`src/rtl/reg_dump_reader_pkg.sv`:
```
// Shared widths and dump-FSM encodings for the register-file debug reader.
// The state values stay fixed so the debug path can decode them.
package reg_dump_reader_pkg;

  localparam int DATA_LEN     = 32;
  localparam int REG_ADDR_LEN = 5;
  localparam int REG_NUM      = 1 << REG_ADDR_LEN;

  typedef enum logic [1:0] {
    DUMP_IDLE  = 2'd0,
    DUMP_FETCH = 2'd1,
    DUMP_SEND  = 2'd2
  } dump_state_e;

endpackage

```
`src/rtl/reg_dump_reader.sv`:
```
// Walks a wrapping register range through the shared read port and streams
// each word out as an (address, data) beat on a valid/ready handshake.
module reg_dump_reader
  import reg_dump_reader_pkg::*;
#(
  parameter int DATA_W = DATA_LEN,
  parameter int ADDR_W = REG_ADDR_LEN
) (
  input  logic              clk,
  input  logic              rst,
  input  logic              start,
  input  logic [ADDR_W-1:0] first_addr,
  input  logic [ADDR_W-1:0] last_addr,
  input  logic              abort,
  output logic [ADDR_W-1:0] rf_addr,
  input  logic [DATA_W-1:0] rf_data,
  output logic              out_valid,
  input  logic              out_ready,
  output logic [ADDR_W-1:0] out_addr,
  output logic [DATA_W-1:0] out_data,
  output logic              out_last,
  output logic              busy,
  output logic              done
);

  dump_state_e       state_q, state_d;
  logic [ADDR_W-1:0] cur_q, end_q;
  logic              load, capture, advance, finish, handshake;

  always_ff @(posedge clk or posedge rst) begin
    if (rst) state_q <= DUMP_IDLE;
    else     state_q <= state_d;
  end

  assign handshake = (state_q == DUMP_SEND) && out_valid && out_ready;

  // abort overrides everything, including a final handshake in the same cycle
  always_comb begin
    state_d = state_q;
    load    = 1'b0;
    capture = 1'b0;
    advance = 1'b0;
    finish  = 1'b0;
    if (abort) begin
      state_d = DUMP_IDLE;
    end else begin
      case (state_q)
        DUMP_IDLE: begin
          if (start) begin
            load    = 1'b1;
            state_d = DUMP_FETCH;
          end
        end
        DUMP_FETCH: begin
          capture = 1'b1;
          state_d = DUMP_SEND;
        end
        DUMP_SEND: begin
          if (handshake) begin
            if (out_last) begin
              finish  = 1'b1;
              state_d = DUMP_IDLE;
            end else begin
              advance = 1'b1;
              state_d = DUMP_FETCH;
            end
          end
        end
        default: state_d = DUMP_IDLE;
      endcase
    end
  end

  // Range registers and the registered output beat
  always_ff @(posedge clk or posedge rst) begin
    if (rst) begin
      cur_q     <= '0;
      end_q     <= '0;
      out_valid <= 1'b0;
      out_addr  <= '0;
      out_data  <= '0;
      out_last  <= 1'b0;
      done      <= 1'b0;
    end else begin
      done <= finish;
      if (load) begin
        cur_q <= first_addr;
        end_q <= last_addr;
      end else if (advance) begin
        cur_q <= cur_q + ADDR_W'(1);
      end
      if (capture) begin
        out_addr <= cur_q;
        out_data <= rf_data;
        out_last <= (cur_q == end_q);
      end
      if (abort)          out_valid <= 1'b0;
      else if (capture)   out_valid <= 1'b1;
      else if (handshake) out_valid <= 1'b0;
    end
  end

  assign rf_addr = cur_q;
  assign busy    = (state_q != DUMP_IDLE);

endmodule

```
`config.mk`:
```
export PLATFORM = sky130hd
export DESIGN_NAME = reg_dump_reader
export DESIGN_NICKNAME = d
export VERILOG_FILES = /design/src/rtl/reg_dump_reader_pkg.sv /design/src/rtl/reg_dump_reader.sv
export SDC_FILE = /design/constraint.sdc
export NUM_CORES = 1
export LEC_CHECK = 0
export CELL_PAD_IN_SITES_DETAIL_PLACEMENT = 2
export CELL_PAD_IN_SITES_GLOBAL_PLACEMENT = 2
export CORE_MARGIN = 1.5
export CORE_UTILIZATION = 28
export CTS_CLUSTER_SIZE = 12
export DETAILED_ROUTE_END_ITERATION = 16
export PLACE_DENSITY_LB_ADDON = 0.1
export RECOVER_POWER = 50
export SLEW_MARGIN = 40
export SYNTH_ARGS = -nofsm -noshare
export SYNTH_HDL_FRONTEND = slang
export SYNTH_SLANG_ARGS = --single-unit
```
`constraint.sdc`:
```
create_clock -name clk -period 3.1 [get_ports clk]
set_input_delay 0.775 -clock clk [delete_from_list [all_inputs] [get_ports clk]]
set_output_delay 0.775 -clock clk [all_outputs]
set_load 0.01 [all_outputs]
```
Yosys cells after proc, flatten, opt, wreduce, memory -nomap -nowiden
Index checks and enable logic that the tools add are counted. W data, S select, Z words.

Reductions and logical operators: 7. $add $sub $neg: 1. Multiplexer cells: 23. Equality and inequality tests: 5.

Operator list (number): $mux W1 (17); $mux W5 (2); $mux W2 (3); $ne A3 B3 Y1 const B (2); $pmux W2 S3 (1); $add A5 B1 Y5 const B (1); $eq A5 B5 Y1 (1); $reduce_bool A2 Y1 (2); $reduce_bool A3 Y1 (1); $eq A2 B1 Y1 const B (1); $eq A2 B2 Y1 const B (1); $logic_and A1 B1 Y1 (2); $logic_not A2 Y1 (1); $reduce_and A2 Y1 (1).

Output and inout port bits: 46. Input bits: 47. Logic and storage cells: 44. Register bits after elaboration: 52.

Depth between registers and ports, before layout
Gate-level depths: netlist of run 1.

Word-level depth: 8. Gate-level depth with buffers: 6. Gate-level depth less buffers: 4.

Worst setup path before layout of run 1
No wires, ideal clock.

Path type: in2reg. Start point: input port abort. End point: register out_data[25]. Stages on the path: 5. Path buffers: 3. Slack: 1181 ps. Arrival time: 1794 ps. Library setup time: 125 ps. Data required time: 2975 ps. Cell sequence: buf_2 -> nor3b_2 -> buf_4 -> buf_4 -> mux2_2.

Cells in the longest elaborated chain, start to end: 1.

Ends and longest elaborated chain: start, declared (RTL line reg_dump_reader.sv:14) `input logic abort,`; $mux W1 (RTL line reg_dump_reader.sv:44) `if (abort) begin`; end signal, assigned (RTL line reg_dump_reader.sv:94) `out_data <= rf_data;`; end, declared (RTL line reg_dump_reader.sv:20) `output logic [DATA_W-1:0] out_data,`.

No other way between the ends. A chain may end at the register's enable or synchronous reset.

Final worst setup path of run 1
Start point: register state_q[1]. End point: output port busy.

Cells in the longest elaborated chain, start to end: 1.

Ends and longest elaborated chain: start, declared (RTL line reg_dump_reader.sv:26) `dump_state_e state_q, state_d;`; start signal, assigned (RTL line reg_dump_reader.sv:32) `else state_q <= state_d;`; $reduce_bool A2 Y1 (RTL line reg_dump_reader.sv:104) `assign busy = (state_q != DUMP_IDLE);`; end, declared (RTL line reg_dump_reader.sv:22) `output logic busy,`.

No other way between the ends.

==> run summary, run 1 <==
DIE AREA -> 8160 um2
H-tree levels -> 2
DRC -> 0
WL final -> 5540 um
Worst Tran Pin Value -> 1.26 ns
CTS tree -> done
Layout cell share with drive strength beyond 1 -> 0.198
Rows -> 31
Most frequent cells in the layout -> clkdlybuf4s50_1 (73), dfrtp_1 (52), mux2_2 (37)
Net count, final -> 305
Vias post-DR -> 1599
Largest family of logic cells by synthesized area -> multiplexers
Dpl hpwl -> 4230 um
Syn Inst Count -> 160
# Post-CTS Setup Buffers -> 0
Seq/Total Area, Yosys -> 0.610
DP Area -> 3180 um2
Starting Density -> 0.291
Worst min path class -> register to register
Power, Total -> 2090 uW
Post-DRT Antenna Nets -> 0
Max Root-Sink Buffers -> 2
Leakage dissipation -> 0.00136 uW
Nature of the critical path startpoint -> register
Clock buffer count from CTS -> 5
Max-Cap Viols -> 0
Clock skew -> 0.00797 ns
Post-synthesis cell area -> 2130 um2
Synth top area cells -> dfrtp_1 (61%), mux2_2 (20%), nand2_1 (3.7%)
Largest net degree at the start of global routing -> 33
Mux cell area share after synthesis -> 0.195
Synth Area in Adders -> 0.00586
Worst Path Required -> 2.32 ns
Antenna violations before repair -> 0
Post-cts resize count -> 0
Antenna cells -> 0
CTS Sinks -> 52
Clk slew on worst S/H paths -> 0.09 ns
Mapped Avg Cell Area -> 13.3 um2
# setup viols final -> 0
Yosys top cell by area -> dfrtp_1
Hold Buf Count CTS -> 0
Status -> finished clean
Slew HR -> 0.159
Crit Path Max Fanout -> 9
Unrepaired setup endpoints after global routing -> no
Die Ht -> 90.3 um
FF+latch count, synth -> 52
Synth Area in Simple Gates -> 0.116
# port buffers -> 92
Wire per inst -> 15.5 um
Area growth syn-to-layout -> 52.7%
Vias per inst -> 4.48
Placed insts -> 349
Ys Warns -> 0
Compound-cell area share of the yosys netlist -> 0.0211
DIE WIDTH -> 90.3 um
Final Max Slew Viols -> 0
Fin area -> 3260 um2
Starting DRT DRC Count -> 17
Post-Synth XOR/XNOR Area -> 0.0287
Clock root buffer -> clkbuf_8
Core ar. -> 7330 um2
Net Count, Synth -> 208
Non-Filler Instances -> 357
Type of the worst setup path -> register to output port
RePlAce Congestion -> 0.657
Top Ports -> 93
Minimum clock period -> 2.38 ns
FMAX -> 420 MHz
Share of the synthesized area in the top cell type -> 0.610
Endpoints failing hold -> 0
CP arrival -> 1.60 ns
Global-route wire length before repair -> 9050 um
TNS Setup -> 0 ns
Final period util -> 0.768
CP Capture Type -> output port
Pwr per Cell Area -> 642 nW/um2
Commonest non-fill, non-tap cell in the layout -> clkdlybuf4s50_1
Clock latency on the worst-skew pair -> 0.30 ns
Maximum VDD drop -> 0.000279 V
Global route overflow -> 0
Vias in the first global route -> 1708
Pre-Repair DR Iteration Count -> 4
GRT Util Overall -> 0.142
Hold WS -> 0.504 ns
Post-synth cell types -> 30
==> power breakdown <==
group          internal, uW  switching (uW)
sequential              857             112
clock                   183             209
combinational           461             269
total                  1500             590
==> logic make-up after synthesis <==
group / count (synthesis)
AOI/OAI and AO/OA: 8
DFF: 52
buffers and inverters: 9
xor gates and xnor gates: 7
and+or+nand+nor: 46
adders and majority gates: 1
muxes: 37
==> worst paths after layout <==
check	cells after the start	end	startpoint	slack, ns
worst min register to register	1	out_data[15]	out_data[15]	0.50
worst min-delay path	1	out_data[15]	out_data[15]	0.50
worst max-delay path	2	busy	state_q[1]	0.72
min in group asynchronous	2	out_data[16]	rst	1.26
worst max register to register	4	rf_addr[4]	state_q[1]	1.39
max in group asynchronous	3	out_addr[1]	rst	0.80
==> through the flow <==
step,setup slack [ns],utilization
2_1_floorplan,1.07,-
3_3_place_gp,0.669,0.434
3_5_place_dp,0.633,0.434
4_1_cts,0.690,0.446
5_1_grt,0.511,0.445
6_report,0.720,0.445
==> critical path, cell delays in order, from the launching register on <==
cell and delay, ns:
dfrtp_1 0.51, or2_2 0.32, clkdlybuf4s50_1 0.48
==> layout make-up <==
class / count / area [um2]
fill: 740 / 4070
sequential: 52 / 1300
timing repair buffer: 97 / 955
multi-input combinational: 99 / 782
tap: 99 / 124
clock buffer: 8 / 90.1
inverter: 2 / 7.51
==> Yosys cell counts (all sizes together) <==
cell    number
and3         1
dfrtp       52
or2          1
mux2        37
nand2b       1
nor3b        2
o22ai        1
or4b         1
o211ai       1
and4b        1
ha           1
o21ai        2
a31oi        1
xor2         2
or3          1
nand2       22
nor2         3
nor4b        1
buf          7
nor3         1
nand3        9
nand3b       1
xnor2        5
inv          2
nor2b        1
a21oi        3
==> routing by layer <==
metal	track usage	routed length [um]	up-vias
li1	-	-	742
met1	0.179	2470	800
met2	0.229	2670	53
met3	0.0471	339	4
met4	0.0476	59	0
met5	0	0	-
==> sequential cells by signal (all words and copies together) (netlist names) <==
register and count:
end_q 5, state_q 2, done 1, out_last 1, out_addr 5, out_data 32
rf_addr 5, out_valid 1
Note: power is estimated with default switching activity, not from simulation.
==> inputs of run 2 (changes only) <==
--- a/config.mk
+++ b/config.mk
@@ -8,7 +8,7 @@
 export CELL_PAD_IN_SITES_DETAIL_PLACEMENT = 2
 export CELL_PAD_IN_SITES_GLOBAL_PLACEMENT = 2
 export CORE_MARGIN = 1.5
-export CORE_UTILIZATION = 28
+export CORE_UTILIZATION = 26
 export CTS_CLUSTER_SIZE = 12
 export DETAILED_ROUTE_END_ITERATION = 16
 export PLACE_DENSITY_LB_ADDON = 0.1
==> constraint.sdc (replaced) <==
create_clock -name clk -period 2.4 [get_ports clk]
set_input_delay 0.6 -clock clk [delete_from_list [all_inputs] [get_ports clk]]
set_output_delay 0.6 -clock clk [all_outputs]
set_load 0.01 [all_outputs]
==> run summary, run 2 (synthesized netlist as in run 1, its figures left out) <==
Wire per inst -> 15.1 um
Pint -> 1970 uW
Pre-Repair DR Iteration Count -> 4
Met2 WL -> 2470 um
CP cell instances -> dlygate4sd3_1, nor3b_4, clkbuf_4, mux2_2
CP Capture Type -> register
Fill cells -> 849
Global route overflow -> 0
Worst Tran Pin Value -> 1.34 ns
Final period util -> 0.910
DIE AREA -> 8760 um2
Power share of the combinational group -> 0.351
WL met3 -> 342 um
Sw Share -> 0.279
Starting DRT DRC Count -> 13
Clock latency on the worst-skew pair -> 0.30 ns
Dpl hpwl -> 3840 um
Unrepaired setup endpoints after global routing -> no
Top Ports -> 93
Vias in the first global route -> 1746
FMAX -> 458 MHz
Post-DRT Antenna Nets -> 0
CP max stage delay -> 0.66 ns
Endpoints failing hold -> 0
WL final -> 5450 um
Pwr per Cell Area -> 836 nW/um2
Vias post-DR -> 1605
Met1 Routed Length -> 2600 um
Core Util, Final -> 0.418
CTS tree -> done
Worst Path Required -> 2.59 ns
Starting Density -> 0.272
Antenna cells -> 0
Nature of the critical path startpoint -> input pin
Maximum VDD drop -> 0.000306 V
Highest routed layer -> met4
Slew HR -> 0.106
Worst min path class -> register to register
# port buffers -> 92
CTS Sinks -> 52
CP arrival -> 2.37 ns
Minimum clock period -> 2.18 ns
R2R Setup Slk -> 0.65 ns
Clock root buffer -> clkbuf_8
RePlAce Congestion -> 0.715
CP max stage cell -> dlygate4sd3_1
Global-route wire length before repair -> 8820 um
Max Root-Sink Buffers -> 2
Hold Buf Count CTS -> 0
TNS Setup -> 0 ns
Most frequent cells in the layout -> clkdlybuf4s50_1 (77), dfrtp_1 (52), mux2_2 (37)
Sw Pwr -> 764 uW
Leakage dissipation -> 0.00136 uW
Antenna violations before repair -> 0
GRT Util Overall -> 0.130
Rows -> 32
Commonest non-fill, non-tap cell in the layout -> clkdlybuf4s50_1
Net count, final -> 306
R2R depth -> 4
Clk slew on worst S/H paths -> 0.09 ns
# Post-CTS Setup Buffers -> 0
DIE WIDTH -> 93.6 um
Vias per inst -> 4.46
Area growth syn-to-layout -> 53.6%
Type of the worst setup path -> input pin to register
Hold WS -> 0.506 ns
Core ar. -> 7850 um2
DRC -> 0
Post-cts resize count -> 0
Clock skew -> 0.00547 ns
Final Max Slew Viols -> 0
Status -> finished clean
Number of flip-flops under the largest register name -> 32
Clock buffer count from CTS -> 5
Power, Total -> 2740 uW
Max-Cap Viols -> 0
Largest net degree at the start of global routing -> 53
Crit Path Max Fanout -> 39
Die Ht -> 93.6 um
H-tree levels -> 2
Layout cell share with drive strength beyond 1 -> 0.209
# setup viols final -> 0
Min-Delay Path Depth -> 1
Most flops, register -> out_data
Clock network fraction of design power -> 0.195
Sequential share of power -> 0.454
[run 2: cell count changes in the layout (fill, tap and decap cells not counted), sizes merged]
cell	before	now
clkdlybuf4s50	73	77
clkinv	0	1
dlygate4sd3	19	15
inv	2	1
[run 2: through the flow]
stage | area (um2) | worst slack, ns | std cells
after detailed placement | 3220 | 0.167 | 353
after CTS | 3310 | 0.186 | 360
after global placement | 3220 | 0.190 | 353
final | 3280 | 0.216 | 360
after floorplan | 2130 | 0.542 | 160
after global routing | 3280 | 0.116 | 360
[run 2: cell type report]
class	instances	area [um2]	share of cell area
flip-flops and latches	52	1300	0.397
repair buffers	98	963	0.294
multi-input cells	99	782	0.239
well taps	102	128	0.0389
clock buffers	7	96.3	0.0294
inverters	2	7.51	0.00229
[run 2: worst paths after layout]
path / endpoint / from
max: out_data[26] / abort
min: out_data[28] / out_data[28]
max reg2reg: out_data[26] / state_q[1]
min reg2reg: out_data[28] / out_data[28]
max in group asynchronous: state_q[0] / rst
min in group asynchronous: out_data[30] / rst
[run 2: power groups by stage]
| stage | Clock, uW | Combinational, uW | Sequential [uW] |
|---|---|---|---|
| 3_3_place_gp | 0 | 998 | 1260 |
| 4_1_cts | 568 | 1010 | 1260 |
| 2_1_floorplan | 0 | 295 | 1360 |
| 6_report | 535 | 961 | 1240 |
| 5_1_grt | 600 | 1040 | 1290 |
| 3_5_place_dp | 0 | 1010 | 1270 |
[run 2: worst max-delay path: cells and delay by family]
| kind | cells | cell delay [ns] |
|---|---|---|
| muxes | 1 | 0.40 |
| buffers and inverters | 2 | 1.16 |
| and+or+nand+nor | 1 | 0.20 |
[run 2: per-layer routing]
metal | GRT usage | vias up
li1 | - | 748
met1 | 0.181 | 790
met2 | 0.198 | 62
met3 | 0.0325 | 5
met4 | 0.0410 | 0
met5 | 0 | -
==> inputs of run 3 (changes only) <==
--- a/config.mk
+++ b/config.mk
@@ -5,6 +5,7 @@
 export SDC_FILE = /design/constraint.sdc
 export NUM_CORES = 1
 export LEC_CHECK = 0
+export CAP_MARGIN = 10
 export CELL_PAD_IN_SITES_DETAIL_PLACEMENT = 2
 export CELL_PAD_IN_SITES_GLOBAL_PLACEMENT = 2
 export CORE_MARGIN = 1.5
==> results of run 3 <==
The final DEF is identical to that of run 2; final timing and power are the same.
